### config.mk
export PLATFORM = sky130hd
export DESIGN_NAME = ysyx_22041071_axi_rd_arbiter
export DESIGN_NICKNAME = d
export VERILOG_FILES = /design/src/rtl/ysyx_22041071_axi_rd_arbiter_pkg.sv /design/src/rtl/ysyx_22041071_axi_rd_arbiter.sv
export SDC_FILE = /design/constraint.sdc
export NUM_CORES = 1
export LEC_CHECK = 0
export BUFFER_PORTS_ARGS = -buffer_cell sky130_fd_sc_hd__buf_4
export CAP_MARGIN = 40
export CELL_PAD_IN_SITES_DETAIL_PLACEMENT = 0
export CELL_PAD_IN_SITES_GLOBAL_PLACEMENT = 1
export CORE_AREA = 2 2 167 169
export DETAILED_ROUTE_END_ITERATION = 10
export DIE_AREA = 0 0 169 171
export PLACE_DENSITY = 0.71
export SYNTH_ARGS = -nofsm -noshare
export SYNTH_HDL_FRONTEND = slang
export SYNTH_SLANG_ARGS = --single-unit
### constraint.sdc
create_clock -name clk -period 2 [get_ports clk]
set_input_delay 0.4 -clock clk [delete_from_list [all_inputs] [get_ports clk]]
set_output_delay 0.4 -clock clk [all_outputs]
set_load 0.05 [all_outputs]
### src/rtl/ysyx_22041071_axi_rd_arbiter_pkg.sv
// Shared definitions for the two-master AXI read arbiter: FSM states,
// owner IDs carried on the AR channel, and AXI beat size codes.
package ysyx_22041071_axi_rd_arbiter_pkg;

    typedef enum logic [1:0] {
        ST_IDLE = 2'd0,
        ST_ADDR = 2'd1,
        ST_DATA = 2'd2
    } state_t;

    // Owner ID doubles as axi_ar_id and as the round-robin history value.
    localparam logic OWNER_IF  = 1'b0;
    localparam logic OWNER_MEM = 1'b1;

    localparam logic [1:0] SIZE_B = 2'b00;
    localparam logic [1:0] SIZE_H = 2'b01;
    localparam logic [1:0] SIZE_W = 2'b10;
    localparam logic [1:0] SIZE_D = 2'b11;

endpackage

### src/rtl/ysyx_22041071_axi_rd_arbiter.sv
// Round-robin arbiter sharing one AXI read channel between instruction fetch
// and the LSU, with a single outstanding burst and beat-count checking.
module ysyx_22041071_axi_rd_arbiter
    import ysyx_22041071_axi_rd_arbiter_pkg::*;
#(
    parameter int ADDR_W = 64,
    parameter int DATA_W = 64,
    parameter int LEN_W  = 8
) (
    input  logic              clk,
    input  logic              reset,
    input  logic              if_ar_valid,
    output logic              if_ar_ready,
    input  logic [ADDR_W-1:0] if_addr,
    input  logic [LEN_W-1:0]  if_len,
    input  logic [1:0]        if_size,
    output logic              if_r_valid,
    output logic [DATA_W-1:0] if_r_data,
    output logic              if_r_last,
    input  logic              mem_ar_valid,
    output logic              mem_ar_ready,
    input  logic [ADDR_W-1:0] mem_addr,
    input  logic [LEN_W-1:0]  mem_len,
    input  logic [1:0]        mem_size,
    output logic              mem_r_valid,
    output logic [DATA_W-1:0] mem_r_data,
    output logic              mem_r_last,
    output logic              axi_ar_valid,
    input  logic              axi_ar_ready,
    output logic [ADDR_W-1:0] axi_ar_addr,
    output logic [LEN_W-1:0]  axi_ar_len,
    output logic [1:0]        axi_ar_size,
    output logic              axi_ar_id,
    input  logic              axi_r_valid,
    output logic              axi_r_ready,
    input  logic [DATA_W-1:0] axi_r_data,
    input  logic              axi_r_last,
    output logic              len_err
);

    state_t              state;
    logic                owner;
    logic                last_grant;
    logic [ADDR_W-1:0]   addr_q;
    logic [LEN_W-1:0]    len_q;
    logic [1:0]          size_q;
    logic [LEN_W:0]      beat_cnt;
    logic                grant_if;
    logic                grant_mem;
    logic                in_idle;
    logic                in_data;

    // Tie goes to whichever requester did not win the previous burst.
    assign grant_if  = if_ar_valid  && (!mem_ar_valid || (last_grant == OWNER_MEM));
    assign grant_mem = mem_ar_valid && (!if_ar_valid  || (last_grant == OWNER_IF));

    assign in_idle = reset && (state == ST_IDLE);
    assign in_data = reset && (state == ST_DATA);

    assign if_ar_ready  = in_idle && grant_if;
    assign mem_ar_ready = in_idle && grant_mem;

    assign axi_ar_addr = addr_q;
    assign axi_ar_len  = len_q;
    assign axi_ar_size = size_q;
    assign axi_ar_id   = owner;

    // Read beats are only visible to the owner; everything else sees zeros.
    assign if_r_valid  = in_data && (owner == OWNER_IF)  && axi_r_valid;
    assign if_r_data   = (in_data && (owner == OWNER_IF))  ? axi_r_data : '0;
    assign if_r_last   = in_data && (owner == OWNER_IF)  && axi_r_last;
    assign mem_r_valid = in_data && (owner == OWNER_MEM) && axi_r_valid;
    assign mem_r_data  = (in_data && (owner == OWNER_MEM)) ? axi_r_data : '0;
    assign mem_r_last  = in_data && (owner == OWNER_MEM) && axi_r_last;

    always_ff @(posedge clk or negedge reset) begin
        if (!reset) begin
            state        <= ST_IDLE;
            owner        <= OWNER_IF;
            last_grant   <= OWNER_MEM;
            addr_q       <= '0;
            len_q        <= '0;
            size_q       <= '0;
            beat_cnt     <= '0;
            axi_ar_valid <= 1'b0;
            axi_r_ready  <= 1'b0;
            len_err      <= 1'b0;
        end else begin
            case (state)
                ST_IDLE: begin
                    if (grant_if || grant_mem) begin
                        addr_q       <= grant_if ? if_addr : mem_addr;
                        len_q        <= grant_if ? if_len  : mem_len;
                        size_q       <= grant_if ? if_size : mem_size;
                        owner        <= grant_if ? OWNER_IF : OWNER_MEM;
                        beat_cnt     <= '0;
                        axi_ar_valid <= 1'b1;
                        state        <= ST_ADDR;
                    end
                end
                ST_ADDR: begin
                    if (axi_ar_ready) begin
                        axi_ar_valid <= 1'b0;
                        axi_r_ready  <= 1'b1;
                        state        <= ST_DATA;
                    end
                end
                ST_DATA: begin
                    if (axi_r_valid) begin
                        beat_cnt <= beat_cnt + 1'b1;
                        // The slave's r_last is authoritative for ending the burst;
                        // disagreement with the requested length is only flagged.
                        if (axi_r_last) begin
                            if (beat_cnt != {1'b0, len_q}) begin
                                len_err <= 1'b1;
                            end
                            axi_r_ready <= 1'b0;
                            last_grant  <= owner;
                            state       <= ST_IDLE;
                        end else if (beat_cnt >= {1'b0, len_q}) begin
                            len_err <= 1'b1;
                        end
                    end
                end
                default: begin
                    state        <= ST_IDLE;
                    axi_ar_valid <= 1'b0;
                    axi_r_ready  <= 1'b0;
                end
            endcase
        end
    end

endmodule

==> results.yml, run 1 <==
status:
  status: "finished, violations left"
  violations: "negative setup slack"
power:
  pwr-share-clk_pct: 13.4
  ir_drop_mv: 0.759
  p_comb_share_pct: 63.5
  p_leak_nw: 5.38
  p_int_w: 0.00660
  seqPwrFrac_pct: 23.1
  p_sw_share_pct: 51.7
  power.switching_w: 0.00705
  power.density_nw_per_um2: 1300
detailed_routing:
  wl_met3_um: 1780
  drtAntennaViolNets: 0
  initialDrtViolationCount: 154
  vias_per_cell: 4.17
  drtPass1Iterations: 4
  wl_met2_um: 13000
  route.detailed.drc: 0
  highest_layer: "met4"
  drt-wirelength-per-cell_um: 17.4
  drt_wl_total_um: 23600
  num_vias: 5673
  met1_length_um: 8040
worst_setup_path:
  r2r_end: "len_err"
  cp_slowest_cell: "dfrtp_1"
  cp.arrival_ns: 1.77
  critPathLaunch: "state[0]"
  path_buf_inv: 2
  start_kind: "flop"
  critPathMaxStageDelay_ns: 0.41
  crit_fanout: 16
  cp.depth: 5
  r2r-start: "beat_cnt[4]"
  cp-end-kind: "primary output"
  crit_type: "flop to primary output"
  path_cells: "nor2b_4 -> and3_4 -> clkbuf_16 -> and2_1 -> buf_6"
  critPathTopFamily: "simple AND/OR/NAND/NOR gates"
  required_ns: 1.60
  reg2reg_depth: 5
  regToRegSetupSlack_ns: 0.31
  crit_end: "mem_r_data[17]"
final_layout:
  nets: 1238
  fillers: 2758
  antenna_cells: 0
  syn_to_final_growth_pct: 95.2
  final_common_cell: "buf_4"
  drive_gt1_share_pct: 58.0
  final_cell_mix: "310 x buf_4, 89 x dfrtp_1, 85 x nand2_1, 78 x buf_6, 75 x mux2i_1"
  fin_cells: 1361
  final_cell_area_um2: 10500
timing:
  rsz0062_at_grt: "true"
  drv_slew: 0
  setup_tns_ns: -17.05
  hold_viol_final: 0
  tightest_slew_ns: 0.703
  fin_crit_sh_pct: 109
  timing.hold.ws_ns: 0.290
  setup_viol: 133
  period_needed_ns: 2.17
  skew_ns: 0.0162
  slew_headroom_pct: 53.2
  setup_ws_ns: -0.174
  fmax_ghz: 0.460
floorplan:
  ioPinCount: 431
  core-area_um2: 27300
  dieArea_um2: 28900
  rows: 61
  start_util_pct: 19.6
  die_width_um: 169
  die_h_um: 171
yosys:
  synth_cells: 583
  ys_seq_area_share_pct: 42.0
  synth.avg_cell_area_um2: 9.20
  ys_ff_latch: 90
  syn_area_um2: 5360
  synth_nets: 811
  synth_cell_types: 38
  yosysWarnings: 0
placement:
  place_ws_ns: 0.139
  portBuffers: 430
  gp_congestion: 0.772
  place_hpwl_um: 18000
  dp_cells: 1331
  placed_area_um2: 9110
cts:
  cts_buffers: 9
  root_buffer: "clkbuf_16"
  clk_pin_slew_ns: 0.07
  clk_latency_ns: 0.35
  cts_tree: "done"
  clk_path_buf_depth: 2
  clock-sinks: 90
  htreeDepth: 3
global_route:
  grt_pass1_vias: 5680
  antenna_found_initial: 0
  globalRouteTotalUtil_pct: 15.4
  grt_max_degree: 93
  grt.overflow.total: 0
  grt_pass1_wl_um: 33500
run:
  maxCapViolations: 0
min_path:
  hold_path_class: "primary input to asynchronous set/reset pin"
-- Yosys cell counts --
cell | instances | area [um2]
and3_1 | 4 | 25.0
buf_4 | 3 | 22.5
buf_2 | 13 | 65.1
nor3_1 | 2 | 10.0
and3b_1 | 1 | 8.76
mux2i_1 | 75 | 751
o31ai_1 | 1 | 7.51
nand2_1 | 87 | 327
inv_1 | 12 | 45.0
o32ai_1 | 1 | 8.76
nand4_1 | 4 | 25.0
clkbuf_1 | 20 | 75.1
o22a_1 | 1 | 8.76
dfrtp_1 | 89 | 2230
and2_1 | 133 | 832
mux2_2 | 1 | 11.3
ha_1 | 9 | 113
o221ai_1 | 1 | 8.76
nor2b_2 | 1 | 8.76
o21bai_4 | 1 | 18.8
o21ai_0 | 40 | 200
a2111oi_4 | 2 | 55.1
o22ai_1 | 1 | 6.26
o21ai_1 | 38 | 190
nand3_1 | 2 | 10.0
a21oi_1 | 7 | 35.0
o2bb2ai_1 | 1 | 8.76
nand2b_1 | 3 | 18.8
o32a_1 | 2 | 20.0
buf_6 | 5 | 56.3
xnor2_1 | 4 | 35.0
dfstp_2 | 1 | 26.3
o21ai_2 | 2 | 17.5
xor2_1 | 2 | 17.5
nor2_1 | 9 | 33.8
nand4b_1 | 1 | 8.76
inv_2 | 1 | 3.75
a211oi_1 | 3 | 22.5
-- layer usage --
metal  global-route usage, %  vias up
li1                        -     2798
met1                    15.4     2574
met2                    29.4      263
met3                    4.58       38
met4                    6.87        0
met5                       0        -
-- through the flow --
step           power [W]  utilization (%)
5_1_grt           0.0145             38.3
4_1_cts           0.0136             37.0
3_5_place_dp      0.0114             33.3
2_1_floorplan    0.00856                -
6_report          0.0136             38.3
3_3_place_gp      0.0113             33.3
-- kinds of logic (layout without fill, tap and decap cells) --
kind of cell	count (synthesis)	count (layout)	share of synthesized area, %
AO/OA/AOI/OAI	101	101	11.3
AND/OR/NAND/NOR	247	247	24.4
multiplexers	76	76	14.2
buffers and inverters	54	486	4.99
flip-flops	90	90	42.0
adder cells (fa/ha/maj)	9	9	2.10
XOR/XNOR	6	6	0.980
-- sequential cells by signal, summed over array words and instances, names as in the netlist --
| signal | cells |
|---|---|
| axi_ar_addr | 64 |
| beat_cnt | 9 |
| axi_ar_len | 8 |
| axi_ar_size | 2 |
| state | 2 |
| axi_ar_id | 1 |
| axi_ar_valid | 1 |
| axi_r_ready | 1 |
| last_grant | 1 |
| len_err | 1 |
-- worst min-delay path by stage --
stage,startpoint,endpoint,cells after the start
finish,reset,beat_cnt[6],2
global route,if_addr[44],axi_ar_addr[44],3
CTS,reset,axi_ar_addr[15],2
detailed placement,reset,len_err,1
global placement,reset,len_err,1
floorplan,reset,axi_ar_addr[0],0
-- power by group through the flow --
stage	Combinational (W)	Sequential [W]	Clock [W]
2_1_floorplan	0.00276	0.00580	0
3_3_place_gp	0.00814	0.00315	0
3_5_place_dp	0.00817	0.00318	0
4_1_cts	0.00851	0.00316	0.00190
5_1_grt	0.00923	0.00327	0.00198
6_report	0.00866	0.00315	0.00183
-- what timing repair did --
| action | 4_1_cts | 5_1_grt |
|---|---|---|
| hold buffers | 1 | 0 |
| pin swaps | 3 | 5 |
| gates cloned | 3 | 2 |
| gates resized for setup | 153 | 99 |
| setup endpoints to repair | 134 | 134 |
| endpoints found under the hold margin | 1 | 0 |
| buffers inserted | 4 | 6 |
-- final cells by class --
class | count | area (um2) | area share (%)
Clock inverter | 7 | 95.1 | 0.908
Inverter | 13 | 48.8 | 0.466
Tap cell | 346 | 433 | 4.13
Timing Repair Buffer | 457 | 4330 | 41.3
Sequential cell | 90 | 2250 | 21.5
Clock buffer | 9 | 225 | 2.15
Multi-Input combinational cell | 439 | 3090 | 29.5
(Power assumes the default switching activity.)
==> run 2, diff against run 1 <==
==> constraint.sdc (replaced) <==
create_clock -name clk -period 2.4 [get_ports clk]
set_input_delay 0.48 -clock clk [delete_from_list [all_inputs] [get_ports clk]]
set_output_delay 0.48 -clock clk [all_outputs]
set_load 0.05 [all_outputs]
==> run 2 against run 1 <==
Compared with the run above:
- the flow now finishes without violations
- wire length is 9.8% lower
- worst setup slack improved by 0.30 ns
- sequential share of layout area up 2.7 points
- register-to-register slack improved by 0.42 ns
- final cell count shrank 1.0%
- first-iteration DRC count grew 16%
- sequential power fell by 16%
- flip-flop and latch count is the same
- design area fell by 11%
- hold slack lost 0.034 ns
- utilization decreased by 4.2 points
- critical path type unchanged
- critical endpoint is now mem_r_data[51]
- highest routed layer unchanged
==> results.yml, run 2 (synthesis results as in run 1) <==
worst_setup_path:
  path_cells: "nor2b_4 -> and3_2 -> buf_12 -> and2_1 -> buf_4"
  cp_slowest_cell: "dfrtp_2"
  reg2reg_depth: 5
  critPathMaxStageDelay_ns: 0.42
  crit_type: "flop to primary output"
  cp-end-kind: "primary output"
  start_kind: "flop"
  required_ns: 1.92
  cp.arrival_ns: 1.80
  crit_fanout: 33
final_layout:
  drive_gt1_share_pct: 47.1
  syn_to_final_growth_pct: 73.8
  fillers: 2887
  final_common_cell: "buf_4"
  largest_register_ffs: 64
  fin_util_pct: 34.1
  nets: 1223
  final_cell_mix: "436 x buf_4, 133 x and2_1, 88 x dfrtp_1, 87 x nand2_1, 75 x mux2i_1"
run:
  maxCapViolations: 0
floorplan:
  die_width_um: 169
  rows: 61
  ioPinCount: 431
  core-area_um2: 27300
  start_util_pct: 19.6
  dieArea_um2: 28900
  die_h_um: 171
timing:
  drv_slew: 0
  setup_viol: 0
  period_needed_ns: 2.28
  fmax_ghz: 0.440
  setup_tns_ns: 0
  skew_ns: 0.00990
  rsz0062_at_grt: "false"
  fin_crit_sh_pct: 94.8
  hold_viol_final: 0
  tightest_slew_ns: 0.639
  slew_headroom_pct: 57.4
power:
  ir_drop_mv: 0.727
  seqPwrFrac_pct: 24.4
  p_comb_share_pct: 61.8
  pwr-share-clk_pct: 13.8
  p_int_w: 0.00514
  p_sw_share_pct: 52.5
  power.density_nw_per_um2: 1160
  p_leak_nw: 4.99
  power.switching_w: 0.00567
min_path:
  hold_path_class: "primary input to asynchronous set/reset pin"
global_route:
  grt_max_degree: 86
  grt_pass1_vias: 5392
  antenna_found_initial: 1
  grt.overflow.total: 0
  globalRouteTotalUtil_pct: 13.8
  grt_pass1_wl_um: 30500
cts:
  clk_pin_slew_ns: 0.07
  clk_latency_ns: 0.35
  clock-sinks: 90
  cts_tree: "done"
  htreeDepth: 3
  cts_buffers: 9
  clk_path_buf_depth: 2
  ctsHoldBuffers: 0
  root_buffer: "clkbuf_16"
detailed_routing:
  drtAntennaViolNets: 0
  num_vias: 5544
  route.detailed.drc: 0
  drt_wl_total_um: 21300
  vias_per_cell: 4.12
  initialDrtViolationCount: 179
  drt-wirelength-per-cell_um: 15.8
  drtPass1Iterations: 4
placement:
  portBuffers: 430
  gp_congestion: 0.735
  place_hpwl_um: 17100
status:
  status: "finished clean"
==> run 2: layout make-up <==
| cell class | instances | area [um2] | share of cell area [%] |
|---|---|---|---|
| flip-flops and latches | 90 | 2250 | 24.2 |
| diodes | 1 | 2.50 | 0.0268 |
| clock buffers | 10 | 239 | 2.56 |
| inverters | 13 | 48.8 | 0.523 |
| repair buffers | 442 | 3400 | 36.5 |
| multi-input cells | 439 | 2870 | 30.8 |
| clock inverters | 6 | 72.6 | 0.778 |
| well taps | 346 | 433 | 4.64 |
==> run 2: repair_timing <==
action	4_1_cts	5_1_grt
gates resized for setup	1	2
cloned	0	1
buffers inserted	0	0
setup endpoints to repair	1	124
==> run 2: through the flow <==
stage	cells	hold slack, ns	instance area (um2)	total power [W]	worst slack (ns)
floorplan	583	0.184	5360	0.00710	0.0238
global placement	1329	0.462	8970	0.00935	0.441
detailed placement	1329	0.471	8970	0.00940	0.387
CTS	1345	0.277	9290	0.0110	0.0226
global route	1347	0.301	9320	0.0115	0.0271
finish	1347	0.255	9320	0.0108	0.125
==> run 2: path summary, 6_finish.rpt <==
| path | start | to | slack (ns) |
|---|---|---|---|
| worst max-delay path | state[1] | mem_r_data[51] | 0.12 |
| worst min-delay path | reset | axi_ar_id | 0.26 |
| worst max register to register | beat_cnt[4] | len_err | 0.73 |
| worst min register to register | axi_ar_addr[22] | axi_ar_addr[22] | 0.48 |
| max in group asynchronous | reset | axi_ar_addr[63] | 1.68 |
| min in group clk | axi_ar_ready | state[0] | 0.37 |
==> run 2: power groups by stage <==
stage               Combinational [W]  Sequential, W  Clock (W)
CTS                           0.00674        0.00265    0.00157
global route                  0.00710        0.00275    0.00162
detailed placement            0.00674        0.00266          0
floorplan                     0.00227        0.00483          0
global placement              0.00671        0.00264          0
finish                        0.00667        0.00264    0.00149
==> run 2: per-layer routing <==
metal	vias up	global-route usage [%]	share of wire, %	wire length (um)
met3	19	3.79	8.3	1770
met2	243	26.7	55	11700
met1	2522	14.2	35	7460
met5	-	0	0	0
met4	0	4.68	1.7	358
li1	2760	-	-	-
==> run 2: worst max-delay path, delay by kind of cell, from the launching register on <==
kind | cells | cell delay (ns)
buffers and inverters | 2 | 0.42
DFF | 1 | 0.42
and+or+nand+nor | 3 | 0.62
